### config.mk
export PLATFORM = sky130hd
export DESIGN_NAME = clk_div_monitor
export DESIGN_NICKNAME = d
export VERILOG_FILES = /design/src/rtl/clk_div_mon_pkg.sv /design/src/rtl/edge_sync_det.sv /design/src/rtl/clk_div_monitor.sv
export SDC_FILE = /design/constraint.sdc
export NUM_CORES = 1
export LEC_CHECK = 0
export ABC_AREA = 1
export CAP_MARGIN = 20
export CORE_ASPECT_RATIO = 1.25
export CORE_MARGIN = 5
export CORE_UTILIZATION = 34
export CTS_BUF_LIST = sky130_fd_sc_hd__clkbuf_2 sky130_fd_sc_hd__clkbuf_4 sky130_fd_sc_hd__clkbuf_8
export DETAILED_ROUTE_END_ITERATION = 10
export PLACE_DENSITY = 0.53
export SYNTH_ARGS = -nofsm -noshare
export SYNTH_HDL_FRONTEND = slang
export SYNTH_SLANG_ARGS = --single-unit
### constraint.sdc
create_clock -name clk -period 3.45 [get_ports clk]
set_input_delay 0.8625 -clock clk [delete_from_list [all_inputs] [get_ports clk]]
set_output_delay 0.8625 -clock clk [all_outputs]
set_load 0.02 [all_outputs]
### src/rtl/clk_div_mon_pkg.sv
// Shared types and elaboration helpers for the divided-clock monitor.
package clk_div_mon_pkg;

    typedef enum logic [1:0] {
        IDLE = 2'd0,
        ACQ  = 2'd1,
        LOCK = 2'd2
    } mon_state_e;

    // Run-counter value at which a missing edge is declared a stall.
    function automatic int unsigned timeout_thresh(input int unsigned exp_half,
                                                   input int unsigned tol);
        return 2 * exp_half + tol;
    endfunction

    function automatic int unsigned min_cnt_w(input int unsigned exp_half,
                                              input int unsigned tol);
        int unsigned need;
        int unsigned w;
        need = timeout_thresh(exp_half, tol);
        if (2 * exp_half + 1 > need) need = 2 * exp_half + 1;
        w = 1;
        for (int unsigned i = 1; i < 32; i++) begin
            if (((32'd1 << i) - 32'd1) < need) w = i + 1;
        end
        return w;
    endfunction

endpackage

### src/rtl/edge_sync_det.sv
// Synchronises the divided clock as data and produces registered edge strobes.
module edge_sync_det #(
    parameter int unsigned SYNC_EN = 1
) (
    input  logic clk,
    input  logic rst,
    input  logic d_i,
    output logic edge_o,
    output logic rise_o,
    output logic fall_o
);

    logic s_q;
    logic sd_q;
    logic rise_q;
    logic fall_q;

    if (SYNC_EN != 0) begin : g_sync2
        logic meta_q;
        always_ff @(posedge clk or posedge rst) begin
            if (rst) begin
                meta_q <= 1'b0;
                s_q    <= 1'b0;
            end else begin
                meta_q <= d_i;
                s_q    <= meta_q;
            end
        end
    end else begin : g_sync1
        always_ff @(posedge clk or posedge rst) begin
            if (rst) s_q <= 1'b0;
            else     s_q <= d_i;
        end
    end

    assign edge_o = s_q ^ sd_q;

    always_ff @(posedge clk or posedge rst) begin
        if (rst) begin
            sd_q   <= 1'b0;
            rise_q <= 1'b0;
            fall_q <= 1'b0;
        end else begin
            sd_q   <= s_q;
            rise_q <= edge_o & s_q;
            fall_q <= edge_o & ~s_q;
        end
    end

    assign rise_o = rise_q;
    assign fall_o = fall_q;

endmodule

### src/rtl/clk_div_monitor.sv
// Measures half-periods of a divided clock, flags ratio errors and stalls, reports lock.
module clk_div_monitor
    import clk_div_mon_pkg::*;
#(
    parameter int unsigned EXP_HALF = 5,
    parameter int unsigned TOL      = 0,
    parameter int unsigned LOCK_CNT = 4,
    parameter int unsigned SYNC_EN  = 1,
    parameter int unsigned CNT_W    = 8
) (
    input  logic             clk,
    input  logic             rst,
    input  logic             clk_in,
    input  logic             err_clr,
    output logic             rise,
    output logic             fall,
    output logic             half_vld,
    output logic [CNT_W-1:0] half_len,
    output logic             err,
    output logic             err_sticky,
    output logic             stuck,
    output logic             locked
);

    localparam int unsigned GoodW = (LOCK_CNT < 2) ? 1 : $clog2(LOCK_CNT + 1);
    localparam logic [CNT_W-1:0] ExpC    = CNT_W'(EXP_HALF);
    localparam logic [CNT_W-1:0] TolC    = CNT_W'(TOL);
    localparam logic [CNT_W-1:0] ThreshC = CNT_W'(timeout_thresh(EXP_HALF, TOL));

    if (CNT_W < min_cnt_w(EXP_HALF, TOL)) begin : g_cnt_w_check
        $error("clk_div_monitor: CNT_W too small for EXP_HALF/TOL");
    end

    logic             edge_det;
    logic [CNT_W-1:0] cnt_q, cnt_d;
    logic             armed_q, armed_d;
    mon_state_e       state_q, state_d;
    logic [GoodW-1:0] good_q, good_d, good_inc;
    logic             half_vld_q, half_vld_d;
    logic [CNT_W-1:0] half_len_q, half_len_d;
    logic             err_q, err_d;
    logic             stuck_q, stuck_d;
    logic             err_sticky_q, err_sticky_d;
    logic             locked_q, locked_d;
    logic [CNT_W-1:0] diff;
    logic             good_half;
    logic             timeout;

    edge_sync_det #(
        .SYNC_EN(SYNC_EN)
    ) u_edge (
        .clk   (clk),
        .rst   (rst),
        .d_i   (clk_in),
        .edge_o(edge_det),
        .rise_o(rise),
        .fall_o(fall)
    );

    always_comb begin
        diff      = (cnt_q > ExpC) ? (cnt_q - ExpC) : (ExpC - cnt_q);
        good_half = (diff <= TolC);
        timeout   = armed_q && !edge_det && (cnt_q == ThreshC);
        good_inc  = good_q + 1'b1;

        // Counter restarts at 1 so that at the next edge it equals the cycles elapsed.
        if (edge_det)    cnt_d = CNT_W'(1);
        else if (&cnt_q) cnt_d = cnt_q;
        else             cnt_d = cnt_q + 1'b1;

        armed_d    = edge_det ? 1'b1 : (timeout ? 1'b0 : armed_q);
        state_d    = state_q;
        good_d     = good_q;
        half_vld_d = 1'b0;
        half_len_d = half_len_q;
        err_d      = 1'b0;
        stuck_d    = 1'b0;

        if (edge_det) begin
            case (state_q)
                IDLE: begin
                    good_d  = '0;
                    state_d = ACQ;
                end
                ACQ: begin
                    half_vld_d = 1'b1;
                    half_len_d = cnt_q;
                    if (good_half) begin
                        good_d = good_inc;
                        if (good_inc == GoodW'(LOCK_CNT)) state_d = LOCK;
                    end else begin
                        err_d  = 1'b1;
                        good_d = '0;
                    end
                end
                LOCK: begin
                    half_vld_d = 1'b1;
                    half_len_d = cnt_q;
                    if (!good_half) begin
                        err_d   = 1'b1;
                        good_d  = '0;
                        state_d = ACQ;
                    end
                end
                default: state_d = IDLE;
            endcase
        end else if (timeout) begin
            stuck_d = 1'b1;
            good_d  = '0;
            state_d = IDLE;
        end

        locked_d = (state_d == LOCK);

        // A fresh error outranks a simultaneous clear.
        if (err_q || stuck_q) err_sticky_d = 1'b1;
        else if (err_clr)     err_sticky_d = 1'b0;
        else                  err_sticky_d = err_sticky_q;
    end

    always_ff @(posedge clk or posedge rst) begin
        if (rst) begin
            cnt_q        <= '0;
            armed_q      <= 1'b0;
            state_q      <= IDLE;
            good_q       <= '0;
            half_vld_q   <= 1'b0;
            half_len_q   <= '0;
            err_q        <= 1'b0;
            stuck_q      <= 1'b0;
            err_sticky_q <= 1'b0;
            locked_q     <= 1'b0;
        end else begin
            cnt_q        <= cnt_d;
            armed_q      <= armed_d;
            state_q      <= state_d;
            good_q       <= good_d;
            half_vld_q   <= half_vld_d;
            half_len_q   <= half_len_d;
            err_q        <= err_d;
            stuck_q      <= stuck_d;
            err_sticky_q <= err_sticky_d;
            locked_q     <= locked_d;
        end
    end

    assign half_vld   = half_vld_q;
    assign half_len   = half_len_q;
    assign err        = err_q;
    assign stuck      = stuck_q;
    assign err_sticky = err_sticky_q;
    assign locked     = locked_q;

endmodule

==> results of run 1 <==
## through the flow
step	util	power, mW	setup WS, ns	hold slack (ns)	instance area, sq um
6_report	0.429	1.13	1.35	0.357	2040
5_1_grt	0.429	1.20	1.29	0.364	2040
4_1_cts	0.429	1.15	1.33	0.359	2040
3_5_place_dp	0.405	0.790	1.53	0.346	1930
3_3_place_gp	0.405	0.788	1.59	0.350	1930
2_1_floorplan	-	0.686	1.80	0.331	1690
## worst reg2reg max path: stages (launching register included)
cell and delay (ns):
dfrtp_1 0.39, ha_1 0.53, nand4_2 0.15, nor4_2 0.37, o21ai_2 0.17, nor2_4 0.13, nand2_1 0.06, nand2_1 0.06
## final timing paths
check	cells after the start	startpoint	to	slack (ns)
min	0	u_edge.g_sync2.meta_q$_DFF_PP0_	u_edge.s_q$_DFF_PP0_	0.36
min reg2reg	0	u_edge.g_sync2.meta_q$_DFF_PP0_	u_edge.s_q$_DFF_PP0_	0.36
max reg2reg	7	u_edge.s_q$_DFF_PP0_	good_q[1]$_DFFE_PP0P_	1.54
max	1	stuck$_DFF_PP0_	stuck	1.35
max in group asynchronous	3	rst	half_len[4]$_DFFE_PP0P_	2.18
min in group asynchronous	3	rst	half_len[1]$_DFFE_PP0P_	0.97
## cells by family (layout without fill, tap and decap cells)
group,after synthesis,after routing,share of synthesized area
AND/OR/NAND/NOR,83,83,0.254
flip-flops,32,32,0.474
buffers and inverters,30,54,0.0740
AO/OA/AOI/OAI,25,25,0.0844
adder cells (fa/ha/maj),14,14,0.104
XOR/XNOR,2,2,0.0104
## cells in the final DEF, fill, tap and decap left out, types with 5 or more instances in the layout
master           Yosys  routed
dfrtp_1             32      32
inv_2                6       6
nand2_1             45      45
ha_1                14      14
clkbuf_8             0       5
nor2_1              10      10
inv_1               19      19
o21ai_0             14      14
nand2_2              7       7
clkdlybuf4s50_1      0      18
## cell type report
cell class	instances	area [sq um]	share of cell area
clock buffers	6	76.3	0.0374
clock inverters	2	35.0	0.0172
inverters	27	103	0.0502
multi-input cells	124	764	0.374
flip-flops and latches	32	801	0.392
well taps	60	75.1	0.0368
repair buffers	19	188	0.0919
## layer usage
metal | wire length [um] | part of all wire | track usage
met5 | 0 | 0 | 0
met1 | 1450 | 0.46 | 0.138
met3 | 126 | 0.040 | 0.0341
met2 | 1500 | 0.48 | 0.172
met4 | 63 | 0.020 | 0.0453
## Yosys cell counts, types with 2 or more instances
library cell,instances
nand2_1,45
dfrtp_1,32
inv_1,19
ha_1,14
o21ai_0,14
nor2_1,10
nand2_2,7
inv_2,6
a21oi_1,4
nand3_1,4
nand3_2,4
nor2_4,3
nand4_1,2
nand4_2,2
nor2_2,2
o21ai_1,2
## power by group
part           switching, mW  internal [mW]
Sequential            0.0402          0.422
Clock                  0.132          0.222
Combinational          0.185          0.130
## flip-flops by register name, indices dropped and copies added, names as in the netlist, 2 cells and up
register  cells
cnt_q         8
half_len      8
good_q        3
state_q       2
==> results.tsv, run 1 <==
stage	metric	value	unit
detailed_routing	ant_nets	0	
logic_synthesis	yosysWarnings	0	
clock_network	cts.sinks	32	
timing	slew_headroom	0.635	
floorplanning	start_util	0.355	
pwr	p_per_area	554	nW/um^2
worst_setup_path	cp-end-kind	output pin	
timing	fmax	0.476	GHz
global_route	track_usage	0.109	
timing	hold_viol	0	
floorplanning	rows	28	
timing	setup_viol	0	
logic_synthesis	yosysTopAreaCellShare	0.474	
logic_synthesis	ys_ff_latch	32	
timing	worst_clock_skew	0.00660	ns
place	place_congestion	0.772	
logic_synthesis	synth_edf_count	0	
global_route	antenna_found_initial	0	
min_path	hold_path_class	reg -> reg	
clock_network	clockRootBuffer	clkbuf_8	
layout	fin_cells	270	
floorplanning	die-area	6490	sq um
logic_synthesis	netlist_area	1690	sq um
clock_network	cts.clk_slew.worst_paths	0.07	ns
place	hpwlAfterDp	2.34	mm
clock_network	cts_buffer_depth	2	
detailed_routing	firstDrtPassIters	4	
layout	nets	227	
floorplanning	fp.dieH	88.8	um
worst_setup_path	critPathMaxFanout	2	
logic_synthesis	syn_inst	186	
job	max_cap_viol_count	0	
place	dp_cells	262	
clock_network	cts_resized	0	
clock_network	clk_latency	0.28	ns
timing	min_period	2.10	ns
logic_synthesis	avgSynthCellArea	9.09	sq um
floorplanning	die_w	73.1	um
outcome	status	complete, no violations	
timing	setup_tns	0	ns
logic_synthesis	synth_area_leader_cell	dfrtp_1	
pwr	ir_drop	177	uV
layout	insertedDiodeCount	0	
clock_network	cts_setup_buffers	0	
detailed_routing	wl	3.14	mm
timing	rsz0062_at_grt	false	
timing	fin_crit_sh	0.609	
logic_synthesis	ys_seq_area_frac	0.474	
worst_setup_path	worstPathArrival	1.24	ns
clock_network	cts_buffers	5	
global_route	grt_pass1_wl	5.40	mm
worst_setup_path	crit_chain	clkdlybuf4s50_1	
floorplanning	io_pins	19	
timing	slew_violations	0	
pwr	cellLeakagePower	1.02	nW
worst_setup_path	path_buf_inv	1	
clock_network	h-tree-depth	2	
logic_synthesis	synth_nets	204	
logic_synthesis	synth-main-ff-cell	dfrtp_1	
detailed_routing	vias	1250	
logic_synthesis	synth_area_leaders	dfrtp_1 47%, ha_1 10%, nand2_1 10%, inv_1 4.2%, o21ai_0 4.1%	
timing	worstMarginPinSlew	0.546	ns
detailed_routing	route.detailed.drc	0	
layout	fillCellCount	508	
detailed_routing	vias_per_cell	4.63	
layout	area_delta_synth_final	20.8	%
worst_setup_path	crit_slowest_cell	clkdlybuf4s50_1	
worst_setup_path	crit_type	reg -> out	
detailed_routing	drtIter0Drc	77	
worst_setup_path	slowest_delay	0.61	ns
global_route	first_global_vias	1169	
place	port_buffers	18	
worst_setup_path	crit_family	buffers and inverters	
worst_setup_path	cp-start-kind	flop	
floorplanning	coreArea	4760	sq um
layout	drive_gt1_frac	0.181	
clock_network	cts_hold_buffers	0	
logic_synthesis	async_reset_ff_frac	1.00	
global_route	grt-ovfl-total	0	
clock_network	cts_tree	done	
detailed_routing	routedWlPerCell	11.6	um
logic_synthesis	synth.distinct_cells	32	
global_route	grt_max_degree	33	
worst_setup_path	crit_required	2.59	ns
(Power assumes the default switching activity.)
==> run 2: changes to the inputs <==
==> constraint.sdc (replaced) <==
create_clock -name clk -period 2 [get_ports clk]
set_input_delay 0.5 -clock clk [delete_from_list [all_inputs] [get_ports clk]]
set_output_delay 0.5 -clock clk [all_outputs]
set_load 0.02 [all_outputs]
==> run 2 against run 1 <==
- clock skew increased by 0.0036 ns
- final cell count increased by 2.2%
- setup slack got worse by 1.1 ns
- non-clock buffer count increased by 6
- utilization increased by 1.7 points
- critical path type is now reg -> reg
- power increased by 84%
- global-route usage increased by 0.55 points
==> results.tsv, run 2 (synthesis results as in run 1) <==
stage	metric	value	unit
timing	min_period	1.78	ns
clock_network	cts_buffers	5	
clock_network	clockRootBuffer	clkbuf_8	
pwr	combPwrFrac	0.290	
place	place_congestion	0.806	
layout	final_util	0.446	
floorplanning	die-area	6490	sq um
worst_setup_path	crit_top_cell	nand2_1	
worst_setup_path	crit_type	reg -> reg	
timing	setup_tns	0	ns
detailed_routing	drtIter0Drc	76	
outcome	status	complete, no violations	
floorplanning	start_util	0.355	
global_route	grt_max_degree	33	
timing	slew_violations	0	
layout	insertedDiodeCount	0	
timing	rsz0062_at_grt	false	
pwr	p_sw	646	uW
worst_setup_path	crit_required	2.21	ns
place	hpwlAfterDp	2.37	mm
worst_setup_path	worstPathArrival	1.99	ns
pwr	power.internal	1.43	mW
detailed_routing	vias_per_cell	4.50	
worst_setup_path	critPathMaxFanout	7	
timing	slew_headroom	0.722	
floorplanning	die_w	73.1	um
job	max_cap_viol_count	0	
clock_network	clk_latency	0.29	ns
global_route	antenna_found_initial	0	
global_route	grt_pass1_wl	5.60	mm
timing	hold_viol	0	
timing	holdWs	0.354	ns
worst_setup_path	crit_slowest_cell	dfrtp_1	
layout	area_delta_synth_final	25.6	%
min_path	hold_path_class	reg -> reg	
clock_network	cts.sinks	32	
detailed_routing	route.detailed.drc	0	
layout	final_cell_mix	45 x nand2_1, 32 x dfrtp_1, 19 x inv_1	
timing	worstMarginPinSlew	0.417	ns
clock_network	h-tree-depth	2	
layout	nets	233	
layout	fin_cells	276	
pwr	cellLeakagePower	1.06	nW
detailed_routing	routedWlPerCell	11.8	um
floorplanning	rows	28	
timing	fin_crit_sh	0.890	
global_route	grt-ovfl-total	0	
clock_network	cts.clk_slew.worst_paths	0.07	ns
worst_setup_path	crit_chain	ha_1 -> inv_1 -> nand2_1 -> nand2_1 -> nand2_1 -> nand3_2 -> nand2_2 -> nand2_4 -> o21bai_2 -> nand3_1 -> nand2_2 -> inv_2 -> nor2_2	
pwr	pwr-share-clk	0.330	
place	dp_cells	267	
pwr	p_seq_frac	0.380	
layout	final_common_cell	nand2_1	
layout	drive_gt1_frac	0.204	
pwr	p_per_area	979	nW/um^2
timing	setup_viol	0	
clock_network	cts_tree	done	
detailed_routing	firstDrtPassIters	4	
floorplanning	coreArea	4760	sq um
global_route	first_global_vias	1160	
pwr	ir_drop	370	uV
worst_setup_path	cp-start-kind	flop	
worst_setup_path	slowest_delay	0.50	ns
detailed_routing	vias	1243	
clock_network	cts_buffer_depth	2	
timing	worst_clock_skew	0.0102	ns
global_route	track_usage	0.115	
worst_setup_path	cp-end-kind	flop	
timing	fmax	0.562	GHz
pwr	finalPower	2.08	mW
pwr	p_sw_frac	0.311	
detailed_routing	ant_nets	0	
floorplanning	io_pins	19	
place	port_buffers	18	
detailed_routing	wl	3.27	mm
floorplanning	fp.dieH	88.8	um
[run 2: critical path, delay by kind of cell, from the launching register on]
family                     cells  cell delay [ns]
adders and majority gates      1             0.29
buffers and inverters          2             0.10
DFF                            1             0.50
and+or+nand+nor                9             0.71
AOI/OAI and AO/OA              1             0.10
[run 2: repair_timing]
action / 4_1_cts / 5_1_grt
setup buffers: 0 / 1
resized for setup: 0 / 1
setup endpoints to repair: 0 / 4
hold buffers: 0 / 0
[run 2: final timing paths]
path / start / to / slack (ns) / cells past startpoint
max: cnt_q[2]$_DFFE_PP0P_ / locked$_DFF_PP0_ / 0.22 / 13
min: u_edge.g_sync2.meta_q$_DFF_PP0_ / u_edge.s_q$_DFF_PP0_ / 0.35 / 0
max reg2reg: cnt_q[2]$_DFFE_PP0P_ / locked$_DFF_PP0_ / 0.22 / 13
max in group asynchronous: rst / half_len[0]$_DFFE_PP0P_ / 1.09 / 3
min reg2reg: u_edge.g_sync2.meta_q$_DFF_PP0_ / u_edge.s_q$_DFF_PP0_ / 0.35 / 0
min in group asynchronous: rst / half_len[3]$_DFFE_PP0P_ / 0.60 / 3
[run 2: layout make-up]
| type | count | area [sq um] |
|---|---|---|
| Fill cell | 469 | 2640 |
| Sequential cell | 32 | 801 |
| Multi-Input combinational cell | 124 | 773 |
| Timing Repair Buffer | 25 | 245 |
| Inverter | 27 | 103 |
| Clock buffer | 7 | 96.3 |
| Tap cell | 60 | 75.1 |
| Clock inverter | 1 | 30.0 |
[run 2: per-layer routing]
metal	global-route usage	routed length [um]	vias up
met4	0.0554	65	0
met3	0.0318	142	7
met5	0	0	-
met1	0.138	1480	566
met2	0.187	1580	20
li1	-	-	650
[run 2: power by group through the flow]
stage / Clock, mW / Combinational (mW) / Sequential (mW)
after floorplan: 0 / 0.326 / 0.857
after global placement: 0 / 0.604 / 0.802
after detailed placement: 0 / 0.600 / 0.806
after CTS: 0.704 / 0.604 / 0.793
after global routing: 0.730 / 0.672 / 0.807
final: 0.685 / 0.602 / 0.791
[run 2: stage by stage]
step	area, sq um	worst slack (ns)
floorplan	1690	0.353
global route	2120	0.0290
detailed placement	1980	0.117
CTS	2110	0.0926
global placement	1980	0.110
finish	2120	0.219
==> run 3: changes to the inputs <==
--- a/config.mk
+++ b/config.mk
@@ -7,12 +7,13 @@
 export LEC_CHECK = 0
 export ABC_AREA = 1
 export CAP_MARGIN = 20
+export CELL_PAD_IN_SITES_DETAIL_PLACEMENT = 0
+export CELL_PAD_IN_SITES_GLOBAL_PLACEMENT = 1
 export CORE_ASPECT_RATIO = 1.25
-export CORE_MARGIN = 5
 export CORE_UTILIZATION = 34
 export CTS_BUF_LIST = sky130_fd_sc_hd__clkbuf_2 sky130_fd_sc_hd__clkbuf_4 sky130_fd_sc_hd__clkbuf_8
 export DETAILED_ROUTE_END_ITERATION = 10
-export PLACE_DENSITY = 0.53
+export PLACE_DENSITY = 0.65
 export SYNTH_ARGS = -nofsm -noshare
 export SYNTH_HDL_FRONTEND = slang
 export SYNTH_SLANG_ARGS = --single-unit
==> run 3 against run 2 <==
- count of clock-buffer cells in the layout is 2 lower
- clock power is 9.9% lower
- largest cell class unchanged
- largest power group unchanged
- fmax is 1.8% lower
- hold slack worse by 0.0044 ns
- sequential power hardly changed
- final cell count is 0.36% lower
- highest routed layer unchanged
==> results.tsv, run 3 (synthesis results as in run 1) <==
stage	metric	value	unit
timing	setup_viol	0	
clock_network	cts_tree	done	
min_path	holdPathStages	0	
layout	nets	232	
clock_network	clk_latency	0.28	ns
layout	insertedDiodeCount	0	
global_route	grt_pass1_wl	5.82	mm
pwr	p_per_area	958	nW/um^2
timing	min_period	1.81	ns
timing	fmax	0.551	GHz
clock_network	cts_resized	0	
worst_setup_path	cp-start-kind	flop	
worst_setup_path	critPathMaxFanout	5	
clock_network	cts_buffer_depth	2	
detailed_routing	route.detailed.drc	0	
layout	register_area	801	sq um
pwr	cellLeakagePower	1.04	nW
clock_network	cts_buffers	5	
timing	rsz0062_at_grt	false	
outcome	status	complete, no violations	
global_route	grt-ovfl-total	0	
global_route	track_usage	0.147	
place	hpwlAfterDp	2.47	mm
layout	fin_cells	275	
clock_network	cts.sinks	32	
place	place_congestion	0.882	
layout	final_util	0.437	
clock_network	clockRootBuffer	clkbuf_8	
detailed_routing	routedWlPerCell	12.0	um
clock_network	cts_setup_buffers	0	
timing	setup_tns	0	ns
worst_setup_path	cp-end-kind	flop	
detailed_routing	ant_nets	0	
detailed_routing	vias	1283	
place	dp_slack	0.128	ns
layout	final_common_cell	nand2_1	
timing	worstMarginPinSlew	0.415	ns
pwr	ir_drop	435	uV
layout	fillCellCount	498	
detailed_routing	vias_per_cell	4.67	
pwr	finalPower	1.99	mW
job	max_cap_viol_count	0	
clock_network	cts_hold_buffers	0	
floorplanning	rows	28	
floorplanning	fp.dieH	80.8	um
floorplanning	coreArea	4760	sq um
global_route	antenna_found_initial	0	
worst_setup_path	r2r_cells	12	
timing	slew_violations	0	
worst_setup_path	crit_required	2.17	ns
timing	hold_viol	0	
detailed_routing	firstDrtPassIters	4	
worst_setup_path	worstPathArrival	1.99	ns
timing	layout_setup_ws	0.187	ns
worst_setup_path	crit_type	reg -> reg	
global_route	grt_max_degree	33	
global_route	first_global_vias	1291	
layout	multi_input_area	767	sq um
layout	drive_gt1_frac	0.209	
detailed_routing	wl	3.30	mm
layout	area_delta_synth_final	23.2	%
min_path	hold_path_class	reg -> reg	
floorplanning	io_pins	19	
place	dp_cells	267	
clock_network	h-tree-depth	2	
detailed_routing	drtIter0Drc	21	
place	port_buffers	18	
floorplanning	start_util	0.355	
floorplanning	die_w	65.1	um
clock_network	cts.clk_slew.worst_paths	0.07	ns
layout	final_cell_mix	45 x nand2_1, 32 x dfrtp_1, 18 x inv_1, 18 x clkdlybuf4s50_1, 14 x o21ai_0	
floorplanning	die-area	5260	sq um
timing	fin_crit_sh	0.907	
timing	worst_clock_skew	0.00235	ns
timing	slew_headroom	0.723	
-- run 3: where the power goes --
part	leakage [nW]	switching [mW]	internal [mW]
sequential	0.418	0.0632	0.727
combinational	0.564	0.340	0.247
clock	0.0541	0.248	0.368
-- run 3: through the flow --
stage	cell area (sq um)	hold WS, ns
floorplan	1690	0.331
global placement	1970	0.337
detailed placement	1970	0.336
CTS	2080	0.353
global route	2080	0.364
finish	2080	0.349
-- run 3: per-layer routing --
layer	part of all wire	global-route usage	wire length (um)
met2	0.48	0.256	1590
met3	0.032	0.0309	107
met1	0.46	0.165	1500
met4	0.031	0.0848	102
met5	0	0	0
-- run 3: path summary, 6_finish.rpt --
| path | endpoint | slack, ns | from |
|---|---|---|---|
| min in group asynchronous | state_q[0]$_DFF_PP0_ | 0.63 | rst |
| max | good_q[1]$_DFFE_PP0P_ | 0.19 | cnt_q[1]$_DFFE_PP0P_ |
| min | u_edge.s_q$_DFF_PP0_ | 0.35 | u_edge.g_sync2.meta_q$_DFF_PP0_ |
| max reg2reg | good_q[1]$_DFFE_PP0P_ | 0.19 | cnt_q[1]$_DFFE_PP0P_ |
| min reg2reg | u_edge.s_q$_DFF_PP0_ | 0.35 | u_edge.g_sync2.meta_q$_DFF_PP0_ |
| max in group asynchronous | u_edge.g_sync2.meta_q$_DFF_PP0_ | 1.08 | rst |
-- run 3: cell type report --
type | count | area share
sequential | 32 | 0.385
timing repair buffer | 24 | 0.108
multi-input combinational | 124 | 0.368
clock inverter | 3 | 0.0204
clock buffer | 5 | 0.0331
tap | 60 | 0.0361
inverter | 27 | 0.0493
-- run 3: critical path, stage by stage, from the launching register on --
cell and delay (ns):
dfrtp_1 0.45, inv_2 0.10, ha_1 0.29, a21oi_1 0.12
nand4_1 0.14, nand2_2 0.13, nand2_4 0.07, nand2_2 0.06
nand3_2 0.06, o21ai_2 0.12, nor2_4 0.06, nand2_1 0.06
nand2_1 0.05
==> RTL change 1: new RTL, flow settings as in run 2 <==
Set the parameter `CNT_W` to 9 (it was 8).
--- a/src/rtl/clk_div_monitor.sv
+++ b/src/rtl/clk_div_monitor.sv
@@ -6,7 +6,7 @@
     parameter int unsigned TOL      = 0,
     parameter int unsigned LOCK_CNT = 4,
     parameter int unsigned SYNC_EN  = 1,
-    parameter int unsigned CNT_W    = 8
+    parameter int unsigned CNT_W    = 9
 ) (
     input  logic             clk,
     input  logic             rst,
Ports: changed (resized half_len); port bits go from 19 to 20. The function was not compared with the original's and may differ.
==> RTL change 1 against run 2 <==
The flow now finishes with violations (negative setup slack). Core utilization up 4.8 points. Area after synthesis up 33%. Clock skew down 0.0016 ns. Cell count up 60%. Wire length up 71%. Total power up 41%. Setup slack worse by 0.35 ns. Sequential cell count up 2. Sequential share of layout area down 11 points. Final area up 51%.
==> RTL change 1: results (changes against run 2) <==
Max clock buf depth=2 (unchanged); Final Non-Filler Cells=441 (was 276); Sw Share=39.1% (was 31.1%); Post-Place Cell Area=2790 µm² (was 1980 µm²); crit-path max FO=5 (was 7); pre-CTS setup slack=-0.217 ns (was 0.117 ns); Reg clk slew, reported paths=0.07 ns (about the same); Hold Path End=u_edge.s_q (unchanged); H-tree depth=2 (unchanged); failing checks=negative setup slack; FFs w/ async S/R, synth=100% (unchanged); Tot GR Track Use=14.9% (was 11.5%); sequential share of the synthesized area=37.9% (was 47.4%); fin worst setup slack=-0.130 ns (was 0.219 ns); Post-Synthesis Cells=287 (was 186); worst reg2reg path depth=17 (was 13); Total Wirelength=5.60 mm (was 3.27 mm); vias in the first global route=2116 (was 1160); Seq pwr share=29.2% (was 38.0%); status=finished with violations (was finished, final reports clean); Hold WS=0.355 ns (was 0.354 ns); total CTS buffers=5 (unchanged); synth unique cells=34 (was 32); hpwl dp=4.31 mm (was 2.37 mm); Yosys Warn Count=0 (unchanged); placed cells=426 (was 267); worst r2r src=cnt_q[1] (was cnt_q[2]); largest net degree at the start of global routing=35 (was 33); LEAKAGE=1.59 nW (was 1.06 nW); Final Total Pwr=2.94 mW (was 2.08 mW); Slowest-stage cell, CP=dfrtp_2 (was dfrtp_1); 1st-iter DRT viols=55 (was 76); Power Combinational=1.43 mW (was 0.602 mW); Post-synth top cells=70 x nand2_1, 34 x dfrtp_1, 26 x inv_1 (was 45 x nand2_1, 32 x dfrtp_1, 19 x inv_1); dominant cells by area after synthesis=dfrtp_1 38%, nand2_1 12%, ha_1 8.9% (was dfrtp_1 47%, ha_1 10%, nand2_1 10%); first-pass GRT wire length=9.56 mm (was 5.60 mm); crit-path max cell delay=0.45 ns (was 0.50 ns); Worst VDD drop=0.361 mV (was 0.370 mV); FF-to-FF End=locked (unchanged); initial antenna violation count=0 (unchanged); setup TNS=-0.685 ns (was 0 ns); Nets=374 (was 233); Final GP Congestion=0.873 (was 0.806); vias per inst=4.68 (was 4.50); Net Count, Synth=307 (was 204); share of cells above drive strength 1=37.6% (was 20.4%); Worst Tran Pin Value=0.432 ns (was 0.417 ns); filler instances=631 (was 469); final setup vio count=8 (was 0); Setup Skew=0.00862 ns (was 0.0102 ns); Port-buffer cells=19 (was 18); Data arrival, critical path=2.35 ns (was 1.99 ns)
[RTL change 1: cell type report]
| cell class | count | area, µm² | area share, % |
|---|---|---|---|
| flip-flops and latches | 34 | 856 | 26.7 |
| well taps | 87 | 109 | 3.40 |
| repair buffers | 64 | 532 | 16.6 |
| clock buffers | 6 | 82.6 | 2.58 |
| inverters | 40 | 161 | 5.04 |
| clock inverters | 1 | 30.0 | 0.938 |
| multi-input cells | 209 | 1430 | 44.7 |
[RTL change 1: metal layers]
layer  wire length (µm)  track usage, %  up-vias
met4                112            5.79        0
li1                   -               -     1061
met1               2330            16.6      965
met3                158            3.22       11
met2               3000            26.9       28
met5                  0               0        -
[RTL change 1: kinds of logic (layout without fill, tap and decap cells)]
logic type | Yosys count | count (layout) | synth area share [%]
DFF | 34 | 34 | 37.9
xor gates and xnor gates | 2 | 2 | 0.781
adders and majority gates | 16 | 16 | 8.93
buffers and inverters | 44 | 111 | 8.59
and+or+nand+nor | 157 | 157 | 35.9
AOI/OAI and AO/OA | 34 | 34 | 7.87
[RTL change 1: worst max path at each step]
| stage | startpoint | end | slack [ns] | depth (start not counted) |
|---|---|---|---|---|
| 2_1_floorplan | cnt_q[1] | good_q[0] | 0.02 | 17 |
| 3_3_place_gp | cnt_q[1] | good_q[1] | -0.22 | 17 |
| 3_5_place_dp | cnt_q[1] | good_q[1] | -0.22 | 17 |
| 4_1_cts | cnt_q[1] | locked | -0.17 | 19 |
| 5_1_grt | cnt_q[2] | locked | -0.31 | 18 |
| 6_report | cnt_q[1] | locked | -0.13 | 17 |
[RTL change 1: timing repair]
action / CTS / global route
buffers inserted: 6 / 2
gates resized for setup: 23 / 38
setup endpoints to repair: 7 / 12
pin swaps: 18 / 14
==> RTL change 2: new RTL, flow settings as in run 2 <==
Made on the original files. Reset style: synchronous (`rst`), changed in 4 clocked blocks.
--- a/src/rtl/edge_sync_det.sv
+++ b/src/rtl/edge_sync_det.sv
@@ -17,7 +17,7 @@
 
     if (SYNC_EN != 0) begin : g_sync2
         logic meta_q;
-        always_ff @(posedge clk or posedge rst) begin
+        always_ff @(posedge clk) begin
             if (rst) begin
                 meta_q <= 1'b0;
                 s_q    <= 1'b0;
@@ -27,7 +27,7 @@
             end
         end
     end else begin : g_sync1
-        always_ff @(posedge clk or posedge rst) begin
+        always_ff @(posedge clk) begin
             if (rst) s_q <= 1'b0;
             else     s_q <= d_i;
         end
@@ -35,7 +35,7 @@
 
     assign edge_o = s_q ^ sd_q;
 
-    always_ff @(posedge clk or posedge rst) begin
+    always_ff @(posedge clk) begin
         if (rst) begin
             sd_q   <= 1'b0;
             rise_q <= 1'b0;
--- a/src/rtl/clk_div_monitor.sv
+++ b/src/rtl/clk_div_monitor.sv
@@ -118,7 +118,7 @@
         else                  err_sticky_d = err_sticky_q;
     end
 
-    always_ff @(posedge clk or posedge rst) begin
+    always_ff @(posedge clk) begin
         if (rst) begin
             cnt_q        <= '0;
             armed_q      <= 1'b0;
Behaviour: differs if rst is asserted again (counterexample within 4 cycles, from zero or initial values and one cycle with rst high); with rst held inactive, the same outputs for 10 cycles.
==> RTL change 2 against run 2 <==
First-iteration DRC count fell by 45%. Sequential cell count is the same. Die area decreased by 5.6%. Wire length is 2.1% higher. Final area decreased by 8.8%. Area after synthesis decreased by 6.4%. Setup slack better by 0.041 ns. Core utilization shrank 1.1 points. Critical endpoint is now good_q[2]. Largest cell class is now multi-input combinational cells. Highest routed layer unchanged.
Power is not compared: it rests on default switching activity, and its combinational part moved more than twofold at a synthesized area within 25%.
==> RTL change 2: results (changes against run 2) <==
status=finished, final reports clean (unchanged); vias in the first global route=1251 (was 1160); Compound-Gate Fraction of Synth Area=11.5% (was 8.44%); top cell type's share of synthesized area=40.5% (was 47.4%); Sink Count=32 (unchanged); worst r2r src=cnt_q[1] (was cnt_q[2]); Nets=253 (was 233); Synth Area in Adders=11.1% (was 10.4%); multiplexer area fraction after synthesis=0% (unchanged); share of cells above drive strength 1=13.2% (was 20.4%); total CTS buffers=5 (unchanged); Reg clk slew, reported paths=0.07 ns (about the same); largest net degree at the start of global routing=15 (was 33); 1st-iter DRT viols=42 (was 76); slew margin rel.=75.9% (was 72.2%); sequential share of the synthesized area=40.5% (was 47.4%); Port-buffer cells=18 (unchanged); first-pass GRT wire length=5.68 mm (was 5.60 mm); Post-Synthesis Cells=211 (was 186); Hold WS=0.419 ns (was 0.354 ns); DR pass1 iterations=4 (unchanged); Synth Flop Type=dfxtp_1 (was dfrtp_1); initial antenna violation count=0 (unchanged); Tot GR Track Use=11.7% (was 11.5%); synth unique cells=26 (was 32); Ant. Diodes=0 (unchanged); Post-CTS Setup Inserts=0 (unchanged); Final GP Congestion=0.832 (was 0.806); Setup Skew=0.00550 ns (was 0.0102 ns); FF-to-FF setup slack=0.26 ns (was 0.22 ns); WL per Instance=11.4 µm (was 11.8 µm); worst reg2reg path depth=12 (was 13); Total Wirelength=3.34 mm (was 3.27 mm); Data arrival, critical path=1.91 ns (was 1.99 ns); CP top delay family=simple AND/OR/NAND/NOR gates (unchanged); Post-synth top cells=37 x nand2_1, 32 x dfxtp_1, 28 x nor2_1 (was 45 x nand2_1, 32 x dfrtp_1, 19 x inv_1); hpwl dp=2.55 mm (was 2.37 mm); FF-to-FF End=good_q[2] (was locked); H-tree depth=2 (unchanged); crit-path max FO=5 (was 7); hold_sp=u_edge.g_sync2.meta_q (unchanged); root buffer cell=clkbuf_8 (unchanged); crit-path max cell delay=0.37 ns (was 0.50 ns); xor/xnor share of the synthesized area=1.66% (was 1.04%); Max clock buf depth=2 (unchanged); clk_lat worst skew=0.28 ns; dominant cells by area after synthesis=dfxtp_1 40%, ha_1 11%, nand2_1 8.8% (was dfrtp_1 47%, ha_1 10%, nand2_1 10%); FFs w/ async S/R, synth=0% (was 100%); Net Count, Synth=229 (was 204); placed cells=286 (was 267); Slowest-stage cell, CP=dfxtp_2 (was dfrtp_1); Hold Path End=u_edge.s_q (unchanged); vias per inst=4.57 (was 4.50); Yosys Warn Count=0 (unchanged); hold path depth=2 (was 0)
RTL change 2: per-stage QoR:
stage | cell area (µm²) | setup WS, ns
finish | 1940 | 0.261
CTS | 1930 | 0.110
global placement | 1830 | 0.124
floorplan | 1580 | 0.371
global route | 1940 | 0.0113
detailed placement | 1830 | 0.138
RTL change 2: cell type report:
class	count	area, µm²
repair buffers	22	210
well taps	58	72.6
clock buffers	7	96.3
multi-input cells	141	790
inverters	33	124
fillers	485	2520
flip-flops and latches	32	644
RTL change 2: power by group:
group	internal, mW	switching (mW)
clock network	0.306	0.222
registers	0.659	0.0172
logic	0.0596	0.0909
RTL change 2: metal layers:
metal	GRT usage (%)	part of all wire, %	vias up
met3	3.71	4.7	8
li1	-	-	714
met1	12.9	43	590
met5	0	0	-
met2	20.4	50	27
met4	5.13	2.1	0
RTL change 2: worst max-delay path by stage:
| stage | from | endpoint | slack, ns | depth (start not counted) |
|---|---|---|---|---|
| 2_1_floorplan | cnt_q[1] | good_q[0] | 0.37 | 16 |
| 3_3_place_gp | cnt_q[1] | good_q[1] | 0.12 | 16 |
| 3_5_place_dp | cnt_q[1] | good_q[0] | 0.14 | 16 |
| 4_1_cts | cnt_q[1] | good_q[0] | 0.11 | 16 |
| 5_1_grt | cnt_q[1] | locked | 0.01 | 14 |
| 6_report | cnt_q[1] | good_q[2] | 0.26 | 12 |
RTL change 2: worst register-to-register path: stages (launching register included):
cell	delay, ns
dfxtp_2	0.37
inv_1	0.11
ha_1	0.31
nor2_1	0.09
nand4_1	0.12
nand2_2	0.14
nand2_4	0.08
nand2_4	0.06
nand3_2	0.06
nand2_2	0.10
inv_2	0.06
nor2_1	0.08
nor2_1	0.05
RTL change 2: what timing repair did:
item,in CTS,in global routing
setup endpoints to repair,0,6
hold buffers,0,0
gates resized for setup,0,4
